[config.mk]
export PLATFORM = sky130hd
export DESIGN_NAME = alu8_op_sequencer
export DESIGN_NICKNAME = d
export VERILOG_FILES = /design/src/rtl/alu8_pkg.sv /design/src/rtl/alu8_op_sequencer_merge.sv /design/src/rtl/alu8_op_sequencer.sv
export SDC_FILE = /design/constraint.sdc
export NUM_CORES = 1
export LEC_CHECK = 0
export BUFFER_PORTS_ARGS = -buffer_cell sky130_fd_sc_hd__buf_2
export CAP_MARGIN = 20
export CORE_MARGIN = 8
export CORE_UTILIZATION = 55
export DETAILED_ROUTE_END_ITERATION = 8
export PLACE_DENSITY = 0.9
export SETUP_SLACK_MARGIN = 0.5
export SKIP_LAST_GASP = 1
export SYNTH_ARGS = -nofsm -noshare
export SYNTH_HDL_FRONTEND = slang
export SYNTH_HIERARCHICAL = 1
export SYNTH_SLANG_ARGS = --single-unit
[constraint.sdc]
create_clock -name clk -period 4.2 [get_ports clk]
set_input_delay 0.42 -clock clk [delete_from_list [all_inputs] [get_ports clk]]
set_output_delay 0.42 -clock clk [all_outputs]
set_load 0.1 [all_outputs]
[src/rtl/alu8_pkg.sv]
// alu8_pkg: shared types and ALU8 mode encodings
// for the nibble-serial ALU8 operation sequencer.
package alu8_pkg;

  typedef enum logic [1:0] {
    OP_ADD = 2'd0,
    OP_SUB = 2'd1,
    OP_AND = 2'd2,
    OP_OR  = 2'd3
  } op_t;

  typedef enum logic [1:0] {
    ST_IDLE = 2'd0,
    ST_LO   = 2'd1,
    ST_HI   = 2'd2,
    ST_RSP  = 2'd3
  } state_t;

  localparam logic [1:0] MODE_LO_SEL = 2'b00;
  localparam logic [1:0] MODE_HI_SEL = 2'b01;

  // ALU8 inverts the nibble select for SUB
  function automatic logic [3:0] alu8_mode(
    input op_t  op,
    input logic hi_pass
  );
    logic [1:0] sel;
    sel = hi_pass ? MODE_HI_SEL : MODE_LO_SEL;
    if (op == OP_SUB)
      sel = hi_pass ? MODE_LO_SEL : MODE_HI_SEL;
    return {sel, op};
  endfunction

endpackage

[src/rtl/alu8_op_sequencer_merge.sv]
// alu8_nibble_merge: folds the low-pass carry/borrow
// into the high nibble and forms the final flag.
module alu8_nibble_merge
  import alu8_pkg::*;
(
  input  op_t        op,
  input  logic [3:0] h,
  input  logic       c,
  input  logic       r4,
  output logic [3:0] hi,
  output logic       cflag
);

  // apply low-pass carry/borrow to the high nibble
  always_comb begin
    hi    = h;
    cflag = 1'b0;
    unique case (1'b1)
      (op == OP_ADD): begin
        hi    = h + {3'b000, c};
        cflag = r4 | ((h == 4'hF) & c);
      end
      (op == OP_SUB): begin
        hi    = h - {3'b000, c};
        cflag = r4 | ((h == 4'h0) & c);
      end
      default: ;
    endcase
  end

endmodule

[src/rtl/alu8_op_sequencer.sv]
// alu8_op_sequencer: runs an 8-bit op through the
// nibble-wide ALU8 as a low pass then a high pass.
module alu8_op_sequencer
  import alu8_pkg::*;
#(
  parameter int unsigned SETTLE = 0
) (
  input  logic       clk,
  input  logic       rst_n,
  input  logic       req_valid,
  output logic       req_ready,
  input  logic [1:0] req_op,
  input  logic [7:0] req_a,
  input  logic [7:0] req_b,
  output logic [7:0] alu_left,
  output logic [7:0] alu_right,
  output logic [3:0] alu_mode,
  input  logic [7:0] alu_result,
  output logic       rsp_valid,
  input  logic       rsp_ready,
  output logic [7:0] rsp_data,
  output logic       rsp_cflag,
  output logic       rsp_zflag
);

  localparam logic [3:0] SETTLE_N = 4'(SETTLE);

  state_t     state;
  state_t     state_n;
  op_t        op_q;
  logic [3:0] cnt;
  logic [3:0] lo_q;
  logic       c_q;

  logic       pass_last;
  logic       accept;
  logic       lo_done;
  logic       hi_done;
  logic       arith;
  logic [3:0] hi_nib;
  logic       hi_flag;
  logic       unused_res;

  assign pass_last  = (cnt == SETTLE_N);
  assign arith      = (op_q == OP_ADD) |
                      (op_q == OP_SUB);
  assign unused_res = ^alu_result[7:5];

  alu8_nibble_merge u_merge (
    .op    (op_q),
    .h     (alu_result[3:0]),
    .c     (c_q),
    .r4    (alu_result[4]),
    .hi    (hi_nib),
    .cflag (hi_flag)
  );

  // state register
  always_ff @(posedge clk or negedge rst_n) begin
    if (!rst_n)
      state <= ST_IDLE;
    else
      state <= state_n;
  end

  // next-state decode
  always_comb begin
    state_n = state;
    unique case (state)
      ST_IDLE: if (req_valid & req_ready)
                 state_n = ST_LO;
      ST_LO:   if (pass_last)
                 state_n = ST_HI;
      ST_HI:   if (pass_last)
                 state_n = ST_RSP;
      ST_RSP:  if (rsp_ready)
                 state_n = ST_IDLE;
      default: state_n = ST_IDLE;
    endcase
  end

  // per-state strobes for the datapath
  always_comb begin
    accept  = 1'b0;
    lo_done = 1'b0;
    hi_done = 1'b0;
    unique case (state)
      ST_IDLE: accept  = req_valid & req_ready;
      ST_LO:   lo_done = pass_last;
      ST_HI:   hi_done = pass_last;
      default: ;
    endcase
  end

  // registered datapath and handshake outputs
  always_ff @(posedge clk or negedge rst_n) begin
    if (!rst_n) begin
      req_ready <= 1'b1;
      op_q      <= OP_ADD;
      cnt       <= 4'd0;
      lo_q      <= 4'd0;
      c_q       <= 1'b0;
      alu_left  <= 8'h00;
      alu_right <= 8'h00;
      alu_mode  <= 4'h0;
      rsp_valid <= 1'b0;
      rsp_data  <= 8'h00;
      rsp_cflag <= 1'b0;
      rsp_zflag <= 1'b0;
    end else begin
      req_ready <= (state_n == ST_IDLE);
      if (state_n != state)
        cnt <= 4'd0;
      else if ((state == ST_LO) |
               (state == ST_HI))
        cnt <= cnt + 4'd1;
      if (accept) begin
        op_q      <= op_t'(req_op);
        alu_left  <= req_a;
        alu_right <= req_b;
        alu_mode  <= alu8_mode(
                       op_t'(req_op), 1'b0);
      end
      if (lo_done) begin
        lo_q     <= alu_result[3:0];
        c_q      <= arith & alu_result[4];
        alu_mode <= alu8_mode(op_q, 1'b1);
      end
      if (hi_done) begin
        rsp_data  <= {hi_nib, lo_q};
        rsp_cflag <= hi_flag;
        rsp_zflag <= ({hi_nib, lo_q} == 8'h00);
        rsp_valid <= 1'b1;
      end
      if ((state == ST_RSP) & rsp_ready)
        rsp_valid <= 1'b0;
    end
  end

endmodule

==> run_results.csv <==
group,metric,value,unit
synthesis,netlist_area,2117,sq um
synthesis,synth_top_area_share,50.83,%
place,hpwl,3340,um
detailed_routing,first_pass_iters,4,
clock_tree,ctsHoldBuffers,0,
timing,rsz0062_at_grt,"false",
clock_tree,root_buffer,"clkbuf_8",
setup_path,reg2reg_slack,1.63,ns
grt,grt_pass1_vias,1490,
setup_path,crit_fanout,12,
detailed_routing,drc,0,
synthesis,ys.warnings.count,6,
detailed_routing,finalWirelength,4463,um
setup_path,crit_type,"reg2reg",
grt,track_usage,15.13,%
detailed_routing,wl_per_cell,16.29,um
clock_tree,insertion_delay,0.30,ns
timing,relSlewSlack,29.74,%
clock_tree,clockBufferDepth,2,
setup_path,r2r_cells,10,
synthesis,syn_nets,208,
synthesis,ys_ff_latch,44,
timing,worst_pin_slew,1.051,ns
grt,antenna_found_initial,0,
setup_path,r2r_start,"op_q[1]",
synthesis,synthCells,167,
timing,slew_violations,0,
grt,grt_max_degree,45,
place,portBuffers,57,
synthesis,yosysTopAreaCell,"dfrtp_1",
finish,drive_above_1_share,45.58,%
clock_tree,cts_buffers,5,
clock_tree,cts_tree,"done",
die,die_w,78.04,um
setup_path,arrival,2.80,ns
setup_path,crit_path_end_kind,"flop",
synthesis,synth_area_leaders,"dfrtp_1 51%, mux2_2 17%, ha_1 5.9%",
detailed_routing,ant_nets,0,
setup_path,cp_slowest_cell,"dfrtp_1",
flow_run,maxCapViolCount,0,
hold_path,hold_path_class,"in2async",
clock_tree,htreeDepth,2,
finish,diodes,0,
finish,fillCellCount,273,
die,design.die.area,6090,sq um
synthesis,avgSynthCellArea,12.68,sq um
setup_path,required,4.42,ns
die,io_pins,62,
timing,skew,0.006579,ns
timing,hold_viol,0,
timing,setup_violations,0,
detailed_routing,vias,1478,
finish,nets,266,
setup_path,crit_chain,"nand2b_1 > nand2_1 > ha_1 > nand3b_1 > a2111oi_2 > a31oi_1 > xnor2_1 > nor4_1 > nand3_1 > o21ai_0",
synthesis,synth_cell_type_count,39,
clock_tree,clock-sinks,44,
setup_path,cp_top_family,"simple AND/OR/NAND/NOR gates",
clock_tree,clk_pin_slew_worst_paths,0.08,ns
setup_path,path_buf_inv,0,
finish,syn_to_final_growth,19.80,%
setup_path,cpPeakStageDelay,0.58,ns
clock_tree,ctsResizeCount,0,
grt,grt_pass1_wl,7265,um
timing,period_needed,2.573,ns
timing,timing.final.crit_share,61.26,%
synthesis,ys_seq_area_share,52.07,%
die,dieHeight,78.04,um
setup_path,reg2reg_to,"rsp_zflag",
run_status,outcome,"completed",
clock_tree,cts_setup_buffers,0,
die,initial_core_util,57.39,%
timing,max_freq,388.6,MHz
timing,tns,0,ns
die,num_rows,22,
place,place_congestion,0.8552,
setup_path,startpoint_type,"flop",
detailed_routing,viasPerCell,5.394,
grt,grt_overflow,0,
die,core,3689,sq um
detailed_routing,drtIter0Drc,89,
-- worst max-delay path by stage --
stage | startpoint | to | slack [ns] | cells past startpoint
floorplan | op_q[1] | rsp_zflag | 2.01 | 11
global placement | op_q[1] | rsp_zflag | 1.74 | 10
detailed placement | op_q[1] | rsp_zflag | 1.68 | 10
CTS | op_q[1] | rsp_zflag | 1.65 | 10
global route | op_q[1] | rsp_zflag | 1.38 | 10
finish | op_q[1] | rsp_zflag | 1.63 | 10
-- cells in the mapped netlist --
| cell type | instances |
|---|---|
| a31oi_1 | 2 |
| or2_1 | 1 |
| a21o_1 | 1 |
| o31ai_1 | 1 |
| or3b_4 | 1 |
| nand2b_1 | 2 |
| fa_1 | 1 |
| nand4bb_1 | 1 |
| nor2_1 | 6 |
| mux2_2 | 32 |
| a2bb2oi_1 | 1 |
| buf_4 | 3 |
| dfstp_2 | 1 |
| clkbuf_1 | 1 |
| buf_1 | 2 |
| xor2_1 | 2 |
| a21oi_1 | 7 |
| nor3b_1 | 2 |
| nor2b_1 | 1 |
| a2111oi_4 | 1 |
| a21oi_2 | 1 |
| inv_1 | 9 |
| dfrtp_1 | 43 |
| o21ai_0 | 3 |
| xnor2_1 | 3 |
| mux2i_1 | 4 |
| nand3b_1 | 1 |
| conb_1 | 1 |
| nor2b_2 | 1 |
| nand3_1 | 3 |
| nor4_1 | 3 |
| o311ai_0 | 1 |
| o21a_2 | 1 |
| ha_1 | 10 |
| nand2_1 | 5 |
| a2111oi_2 | 1 |
| nand4_1 | 2 |
| nor3_1 | 5 |
| a21boi_0 | 1 |
-- kinds of logic (layout without fill, tap and decap cells) --
kind of cell	after synthesis	count (layout)	share of synthesized area, %
flops	44	44	52.07
mux	36	36	18.91
simple gates	34	34	9.042
compound gates	21	21	7.683
buf+inv	15	74	3.191
fa+ha+maj	11	11	6.856
xor+xnor	5	5	2.069
other cells	1	1	0.1771
-- placed cells by master (no fill, tap or decap), types with 2 or more instances in the layout --
master / instances
ha_1: 10
inv_1: 9
nor3b_1: 2
mux2i_1: 4
dfrtp_1: 43
a31oi_1: 2
nand2_1: 5
nand4_1: 2
nand2b_1: 2
nor3_1: 5
a21oi_1: 7
xor2_1: 2
nor4_1: 3
xnor2_1: 3
clkbuf_8: 5
mux2_2: 32
nor2_1: 6
nand3_1: 3
buf_2: 57
o21ai_0: 3
-- sequential cells by signal (all words and copies together), names as in the netlist --
name	count
alu_left	8
rsp_data	8
state	2
c_q	1
alu_right	8
alu_mode	3
rsp_zflag	1
req_ready	1
rsp_cflag	1
rsp_valid	1
lo_q	4
op_q	2
cnt	4
-- worst reg2reg max path, cell delays in order, from the launching register on --
cell       delay, ns
dfrtp_1         0.58
nand2b_1        0.21
nand2_1         0.14
ha_1            0.39
nand3b_1        0.14
a2111oi_2       0.32
a31oi_1         0.11
xnor2_1         0.16
nor4_1          0.23
nand3_1         0.11
o21ai_0         0.12
-- layout make-up --
type / count / area, sq um / share of cell area (%)
sequential: 44 / 1102 / 43.46
multi-input combinational: 108 / 947.2 / 37.35
timing repair buffer: 57 / 285.3 / 11.25
clock buffer: 6 / 72.57 / 2.861
tap: 48 / 60.06 / 2.368
clock inverter: 2 / 35.03 / 1.381
inverter: 9 / 33.78 / 1.332
-- metal layers --
| metal | vias to the layer above | global-route usage (%) | routed length, um | share of wire [%] |
|---|---|---|---|---|
| met5 | - | 0 | 0 | 0 |
| met4 | 0 | 8.333 | 95 | 2.1 |
| met3 | 11 | 4.100 | 173 | 3.9 |
| met2 | 30 | 26.26 | 2424 | 54 |
| met1 | 730 | 16.37 | 1769 | 40 |
| li1 | 707 | - | - | - |
-- per-stage QoR --
stage                     setup WS, ns  hold WS, ns  instances  area (sq um)  util (%)
after detailed placement         1.675       0.4898        266          2429     65.84
after global placement           1.744       0.4818        266          2429     65.84
final                            1.627       0.2519        274          2536     68.76
after CTS                        1.651       0.2807        274          2536     68.76
after floorplan                  2.005       0.1244        167          2117         -
after global routing             1.385       0.2895        274          2536     68.76
Power is not shown: default switching activity piles up to over one toggle a cycle in this logic, so the estimate is an artifact.
